===== config.mk =====
export PLATFORM = sky130hd
export DESIGN_NAME = debounce_sync
export DESIGN_NICKNAME = d
export VERILOG_FILES = /design/src/rtl/debounce_sync.sv
export SDC_FILE = /design/constraint.sdc
export NUM_CORES = 1
export LEC_CHECK = 0
export ABC_AREA = 1
export CAP_MARGIN = 20
export CORE_MARGIN = 8
export CORE_UTILIZATION = 40
export CTS_BUF_LIST = sky130_fd_sc_hd__clkbuf_2 sky130_fd_sc_hd__clkbuf_4 sky130_fd_sc_hd__clkbuf_8
export DETAILED_ROUTE_END_ITERATION = 12
export GPL_TIMING_DRIVEN = 0
export PLACE_DENSITY = 0.64
export RECOVER_POWER = 25
export SLEW_MARGIN = 10
export SYNTH_ARGS = -nofsm -noshare
export SYNTH_HDL_FRONTEND = slang
export SYNTH_SLANG_ARGS = --single-unit
export TNS_END_PERCENT = 20

===== constraint.sdc =====
create_clock -name clk -period 1.2 [get_ports clk]
set_input_delay 0.12 -clock clk [delete_from_list [all_inputs] [get_ports clk]]
set_output_delay 0.12 -clock clk [all_outputs]
set_load 0.005 [all_outputs]

===== src/rtl/debounce_sync.sv =====
// debounce_sync: two-flop synchronizer followed by a counter-qualified
// level FSM. Publishes a clean level, single-cycle edge pulses and a
// saturating count of transitions that were abandoned before qualifying.
module debounce_sync #(
   parameter int DEBOUNCE_CYCLES = 16,
   parameter int CNT_W           = 8
) (
   input  logic       clk,
   input  logic       rst_n,
   input  logic       din,
   input  logic       glitch_clr,
   output logic       dout,
   output logic       rise,
   output logic       fall,
   output logic       busy,
   output logic [7:0] glitch_cnt
);

   typedef enum logic [1:0] {
      S_LOW    = 2'd0,
      S_WAIT_H = 2'd1,
      S_HIGH   = 2'd2,
      S_WAIT_L = 2'd3
   } state_t;

   // Last count value before a transition is accepted on the next sample.
   localparam logic [CNT_W-1:0] CNT_LAST = CNT_W'(DEBOUNCE_CYCLES - 1);

   logic             sync1;
   logic             sync2;
   state_t           state;
   state_t           state_nxt;
   logic [CNT_W-1:0] cnt;
   logic [CNT_W-1:0] cnt_nxt;
   logic             dout_nxt;
   logic             rise_nxt;
   logic             fall_nxt;
   logic             abort;

   // Two-flop synchronizer; only sync2 is allowed to reach the FSM.
   always_ff @(posedge clk) begin
      if (!rst_n) begin
         sync1 <= 1'b0;
         sync2 <= 1'b0;
      end else begin
         sync1 <= din;
         sync2 <= sync1;
      end
   end

   // State register together with the counter and the registered outputs.
   always_ff @(posedge clk) begin
      if (!rst_n) begin
         state <= S_LOW;
         cnt   <= '0;
         dout  <= 1'b0;
         rise  <= 1'b0;
         fall  <= 1'b0;
      end else begin
         state <= state_nxt;
         cnt   <= cnt_nxt;
         dout  <= dout_nxt;
         rise  <= rise_nxt;
         fall  <= fall_nxt;
      end
   end

   // Next-state logic: qualify a new level for DEBOUNCE_CYCLES samples,
   // abort back to the stable state on the first reverting sample.
   always_comb begin
      state_nxt = state;
      cnt_nxt   = cnt;
      dout_nxt  = dout;
      rise_nxt  = 1'b0;
      fall_nxt  = 1'b0;
      abort     = 1'b0;
      case (state)
         S_LOW: begin
            if (sync2) begin
               state_nxt = S_WAIT_H;
               cnt_nxt   = CNT_W'(1);
            end
         end
         S_WAIT_H: begin
            if (sync2) begin
               if (cnt == CNT_LAST) begin
                  state_nxt = S_HIGH;
                  cnt_nxt   = '0;
                  dout_nxt  = 1'b1;
                  rise_nxt  = 1'b1;
               end else begin
                  cnt_nxt = cnt + CNT_W'(1);
               end
            end else begin
               state_nxt = S_LOW;
               cnt_nxt   = '0;
               abort     = 1'b1;
            end
         end
         S_HIGH: begin
            if (!sync2) begin
               state_nxt = S_WAIT_L;
               cnt_nxt   = CNT_W'(1);
            end
         end
         S_WAIT_L: begin
            if (!sync2) begin
               if (cnt == CNT_LAST) begin
                  state_nxt = S_LOW;
                  cnt_nxt   = '0;
                  dout_nxt  = 1'b0;
                  fall_nxt  = 1'b1;
               end else begin
                  cnt_nxt = cnt + CNT_W'(1);
               end
            end else begin
               state_nxt = S_HIGH;
               cnt_nxt   = '0;
               abort     = 1'b1;
            end
         end
         default: begin
            state_nxt = S_LOW;
            cnt_nxt   = '0;
            dout_nxt  = 1'b0;
         end
      endcase
   end

   // Output decode: busy comes straight from the state register only.
   always_comb begin
      busy = (state == S_WAIT_H) || (state == S_WAIT_L);
   end

   // Glitch counter: clear has priority over a same-edge abort; saturates.
   always_ff @(posedge clk) begin
      if (!rst_n) begin
         glitch_cnt <= 8'd0;
      end else if (glitch_clr) begin
         glitch_cnt <= 8'd0;
      end else if (abort && (glitch_cnt != 8'hFF)) begin
         glitch_cnt <= glitch_cnt + 8'd1;
      end
   end

endmodule


# After elaboration in Yosys (flattened, before gate mapping)
# Index checks and enable logic that the tools add are counted.
dict set report classes {
  add_sub_neg 2
  n_eq_ne 13
  n_mux 22
  bitwise 2
  reduce_logical 10
}
# cell n
set ops {}
lappend ops {{$mux 8} 5}
lappend ops {{$pmux 8 s4} 1}
lappend ops {{$add 8x1->8 const B} 2}
lappend ops {{$mux 2} 6}
lappend ops {{$ne 2x2->1 const B} 6}
lappend ops {{$eq 8x4->1 const B} 1}
lappend ops {{$ne 8x8->1 const B} 1}
lappend ops {{$pmux 2 s4} 1}
lappend ops {{$mux 1} 7}
lappend ops {{$ne 3x3->1 const B} 2}
lappend ops {{$reduce_and 5->1} 1}
lappend ops {{$eq 2x2->1 const B} 2}
lappend ops {{$pmux 1 s2} 2}
lappend ops {{$reduce_and 4->1} 1}
lappend ops {{$reduce_and 3->1} 1}
lappend ops {{$reduce_or 3->1} 1}
lappend ops {{$eq 2x1->1 const B} 1}
lappend ops {{$logic_not 2->1} 1}
lappend ops {{$not 1->1} 2}
lappend ops {{$reduce_and 2->1} 1}
lappend ops {{$reduce_bool 2->1} 1}
lappend ops {{$reduce_or 2->1} 1}
lappend ops {{$logic_and 1x1->1} 1}
lappend ops {{$logic_or 1x1->1} 1}
dict set report word_totals {
  regBits 23
  input_bits 4
  output_inout_bits 12
  elab_cells 57
}

# Logic depth before layout (Yosys ltp)
dict set report depth {
  ltp_word 4
  mapped_depth 9
  ltp_nobuf 9
}

# Worst setup path after synthesis
# OpenSTA, ideal clock, no wires.
dict set report synth_path {
  path_kind {register -> register}
  from {reg glitch_cnt[0]}
  to {reg glitch_cnt[1]}
  setup_ps 116
  arrival_ps 1134
  required_ps 1084
  path_slack_ps -50
  stages_incl_launch_ff 9
  path_buffers 0
  synth_period_minus_slack_ps 1250
  cell_sequence {dfxtp_1 > ha_1 > nand2_1 > nor2_2 > nand2_2 > nand2_4 > inv_4 > nor2_1 > nor2_1}
}
dict set report synth_via {
  elab_chain_cells 2
  word_cells_on_any_way 3
  cone_classes {add/sub (1); eq/ne (1); reduce/logical (1)}
}
# element line
set synth_rtl {}
lappend synth_rtl {{start: declaration} 16} ;# output logic [7:0] glitch_cnt
lappend synth_rtl {{start signal: assignment} 142} ;# glitch_cnt <= glitch_cnt + 8'd1;
lappend synth_rtl {{branches (longest 2 deep; another with $add 8x1->8)} --}
# Several ways; the timed one is not identified.
# A chain may end at the register's enable or synchronous reset.

# Worst setup path in the final report
dict set report layout_path {
  from {reg glitch_cnt[0]}
  to {reg glitch_cnt[0]}
}
# Same word-level chain as after synthesis.

==> impl_metrics.py <==
metrics = {
    "place": {
        "gp_congestion": 0.800,
        "dp_hpwl_um": 1930,
        "port_buffers": 14,
    },
    "die": {
        "io_pins": 16,
        "die_w_um": 71.0,
        "die-area_um2": 5040,
        "core_um2": 2980,
        "rows": 20,
        "start_util_pct": 40.7,
        "die_h_um": 71.0,
    },
    "pwr": {
        "peakVddDrop_mv": 0.520,
        "p_leak_nw": 0.773,
        "power.density_nw_per_um2": 911,
    },
    "worst_setup_path": {
        "reg2reg_slack_ns": -0.03,
        "crit_buf_inv": 1,
        "r2r_end": "glitch_cnt[0]",
        "crit_fanout": 6,
        "cp-start-kind": "register",
        "path_cells": "ha_4 > nand2_4 > nor2_4 > nand2_4 > nand2_8 > inv_8 > nand2_4 > nand2_2 > nor2_1",
        "cp_slowest_stage_delay_ns": 0.40,
        "reg2reg_from": "glitch_cnt[0]",
        "cp.required_ns": 1.46,
        "crit_top_cell": "nand2_4",
        "rr_worst_depth": 9,
        "arrival_ns": 1.49,
        "end_kind": "register",
        "slowest_stage": "dfxtp_4",
        "worstSetupPathType": "register to register",
        "cp_top_family": "simple AND/OR/NAND/NOR gates",
    },
    "sta": {
        "rsz0062_at_grt": "true",
        "worstMarginPinSlew_ns": 0.297,
        "fin_ws_ns": -0.0313,
        "max_freq_mhz": 812,
        "hold_viol": 0,
        "hold_slack_ns": 0.0685,
        "setup_violations": 4,
        "fin_crit_sh_pct": 103,
        "relSlewSlack_pct": 80.1,
        "finalCriticalPeriod_ns": 1.23,
        "finalClockSkew_ns": 0.00746,
        "slew_violations": 0,
    },
    "layout": {
        "final_util_pct": 56.6,
        "num-fill-cells": 285,
        "ff_latch_area_um2": 490,
        "diodes": 0,
        "final_nets": 220,
        "multi_input_comb_area_um2": 772,
        "drive_gt1_share_pct": 31.9,
        "layout_commonest_cell": "nand2_1",
        "area_growth_pct": 39.2,
        "final_cell_mix": "nand2_1, nor2_1, inv_1",
    },
    "synth": {
        "avgSynthCellArea_um2": 6.69,
        "ys_seq_elements": 23,
        "syn_inst": 181,
        "yosysWarnings": 0,
        "synth_edf_count": 0,
        "synth-async-reset-ratio_pct": 0,
        "syn_area_um2": 1210,
        "ys_seq_area_share_pct": 38.0,
        "syn_nets": 187,
        "synth_flop_cell": "dfxtp_1",
        "ys_types": 21,
    },
    "clock_tree": {
        "cts_buffers": 3,
        "clk_pin_slew_ns": 0.14,
        "cts_root_buffer": "clkbuf_4",
        "cts_tree": "built",
        "cts.path.max_buffers": 2,
        "cts_hold_buffers": 0,
        "htree_levels": 1,
        "clock_latency_ns": 0.32,
        "clock-sinks": 23,
    },
    "global_routing": {
        "grt_overflow": 0,
        "grt_pass1_vias": 1050,
        "grt_max_degree": 14,
        "grtUsageMet2_pct": 19.6,
        "grt.total_usage_pct": 10.5,
        "use_met3_pct": 2.12,
        "grt_antenna_before_repair": 0,
        "top_usage_layer": "met2",
        "grt_util_met1_pct": 11.4,
        "grt_pass1_wl_um": 4440,
    },
    "min_path": {
        "hp-class": "input port to register",
        "hold_path_depth": 3,
        "min_from": "rst_n",
        "min_to": "sync2",
    },
    "routing": {
        "ant_nets": 0,
        "drtIter0Drc": 27,
        "firstDrtPassIters": 4,
        "drc": 0,
        "via_per_inst": 4.86,
        "vias": 1195,
        "wire_per_inst_um": 11.5,
        "totalWireLength_um": 2840,
    },
    "outcome": {
        "status": "finished, violations left",
        "violations": "setup timing",
    },
    "job": {
        "cap_violations": 0,
    },
}
## report_power, final
group / switching [W] / total, W / internal, W
registers: 0.0000242 / 0.000814 / 0.000790
logic: 0.000192 / 0.000344 / 0.000152
clock network: 0.000253 / 0.000377 / 0.000125
## synth_stat cells (3+ instances only)
library cell | number | area share (%)
nor3_1 | 3 | 1.2
inv_1 | 21 | 6.5
a21oi_1 | 11 | 4.5
nor2_1 | 22 | 6.8
dfxtp_1 | 23 | 38
nand2_1 | 55 | 17
nand3_1 | 15 | 6.2
o21ai_0 | 7 | 2.9
nand2_2 | 5 | 2.6
xor2_1 | 3 | 2.2
## worst register-to-register path, stage by stage, from the launching register on
cell     delay, ns
dfxtp_4       0.40
ha_4          0.15
nand2_4       0.05
nor2_4        0.14
nand2_4       0.10
nand2_8       0.11
inv_8         0.05
nand2_4       0.05
nand2_2       0.04
nor2_1        0.09
## layer usage
| metal | vias up | wire length (µm) |
|---|---|---|
| met2 | 17 | 1480 |
| met5 | - | 0 |
| met1 | 540 | 1230 |
| met4 | 0 | 27 |
| met3 | 4 | 93 |
| li1 | 634 | - |
## worst max path at each step
stage,to,slack [ns],startpoint,cells past startpoint
final,glitch_cnt[0],-0.03,glitch_cnt[0],9
after global routing,glitch_cnt[3],-0.13,register,8
after CTS,cnt[5],-0.01,cnt[0],8
after detailed placement,cnt[5],-0.17,cnt[0],8
after global placement,cnt[5],-0.15,cnt[0],8
after floorplan,glitch_cnt[1],0.007,glitch_cnt[0],8
## timing repair
item | CTS | global route
buffers inserted | 4 | 10
pin swaps | 4 | 19
endpoints found under the setup margin | 32 | 20
gates resized for setup | 38 | 31
## kinds of logic (layout without fill, tap and decap cells)
| kind of cell | count (synthesis) | count (layout) | share of synthesized area [%] |
|---|---|---|---|
| xor+xnor | 3 | 3 | 2.17 |
| fa+ha+maj | 2 | 2 | 2.07 |
| simple gates | 110 | 110 | 41.9 |
| buf+inv | 25 | 57 | 8.37 |
| compound gates | 18 | 18 | 7.44 |
| flops | 23 | 23 | 38.0 |
## state kept, by name, summed over array words and instances, names as in the netlist, named ones only
signal      count
cnt             8
state           1
rise            1
sync2           1
fall            1
glitch_cnt      8
sync1           1
dout            1
## metrics by stage
step | total power, W | instances | area (µm²) | setup WS (ns) | setup TNS [ns]
6_report | 0.00154 | 246 | 1690 | -0.0313 | -0.0571
2_1_floorplan | 0.00100 | 181 | 1230 | 0.00713 | 0
4_1_cts | 0.00145 | 236 | 1510 | -0.0130 | -0.0370
3_3_place_gp | 0.00106 | 228 | 1410 | -0.150 | -1.53
5_1_grt | 0.00160 | 246 | 1690 | -0.126 | -1.01
3_5_place_dp | 0.00106 | 228 | 1410 | -0.167 | -1.90
## layout make-up
cell class              count  share of cell area, %
flip-flops and latches     23                   29.1
repair buffers             28                   14.5
plain buffers               3                   1.19
multi-input cells         133                   45.8
clock buffers               3                   1.34
well taps                  33                   2.45
clock inverters             1                  0.297
inverters                  22                   5.35
No activity file was read; power rests on OpenSTA's default activity.
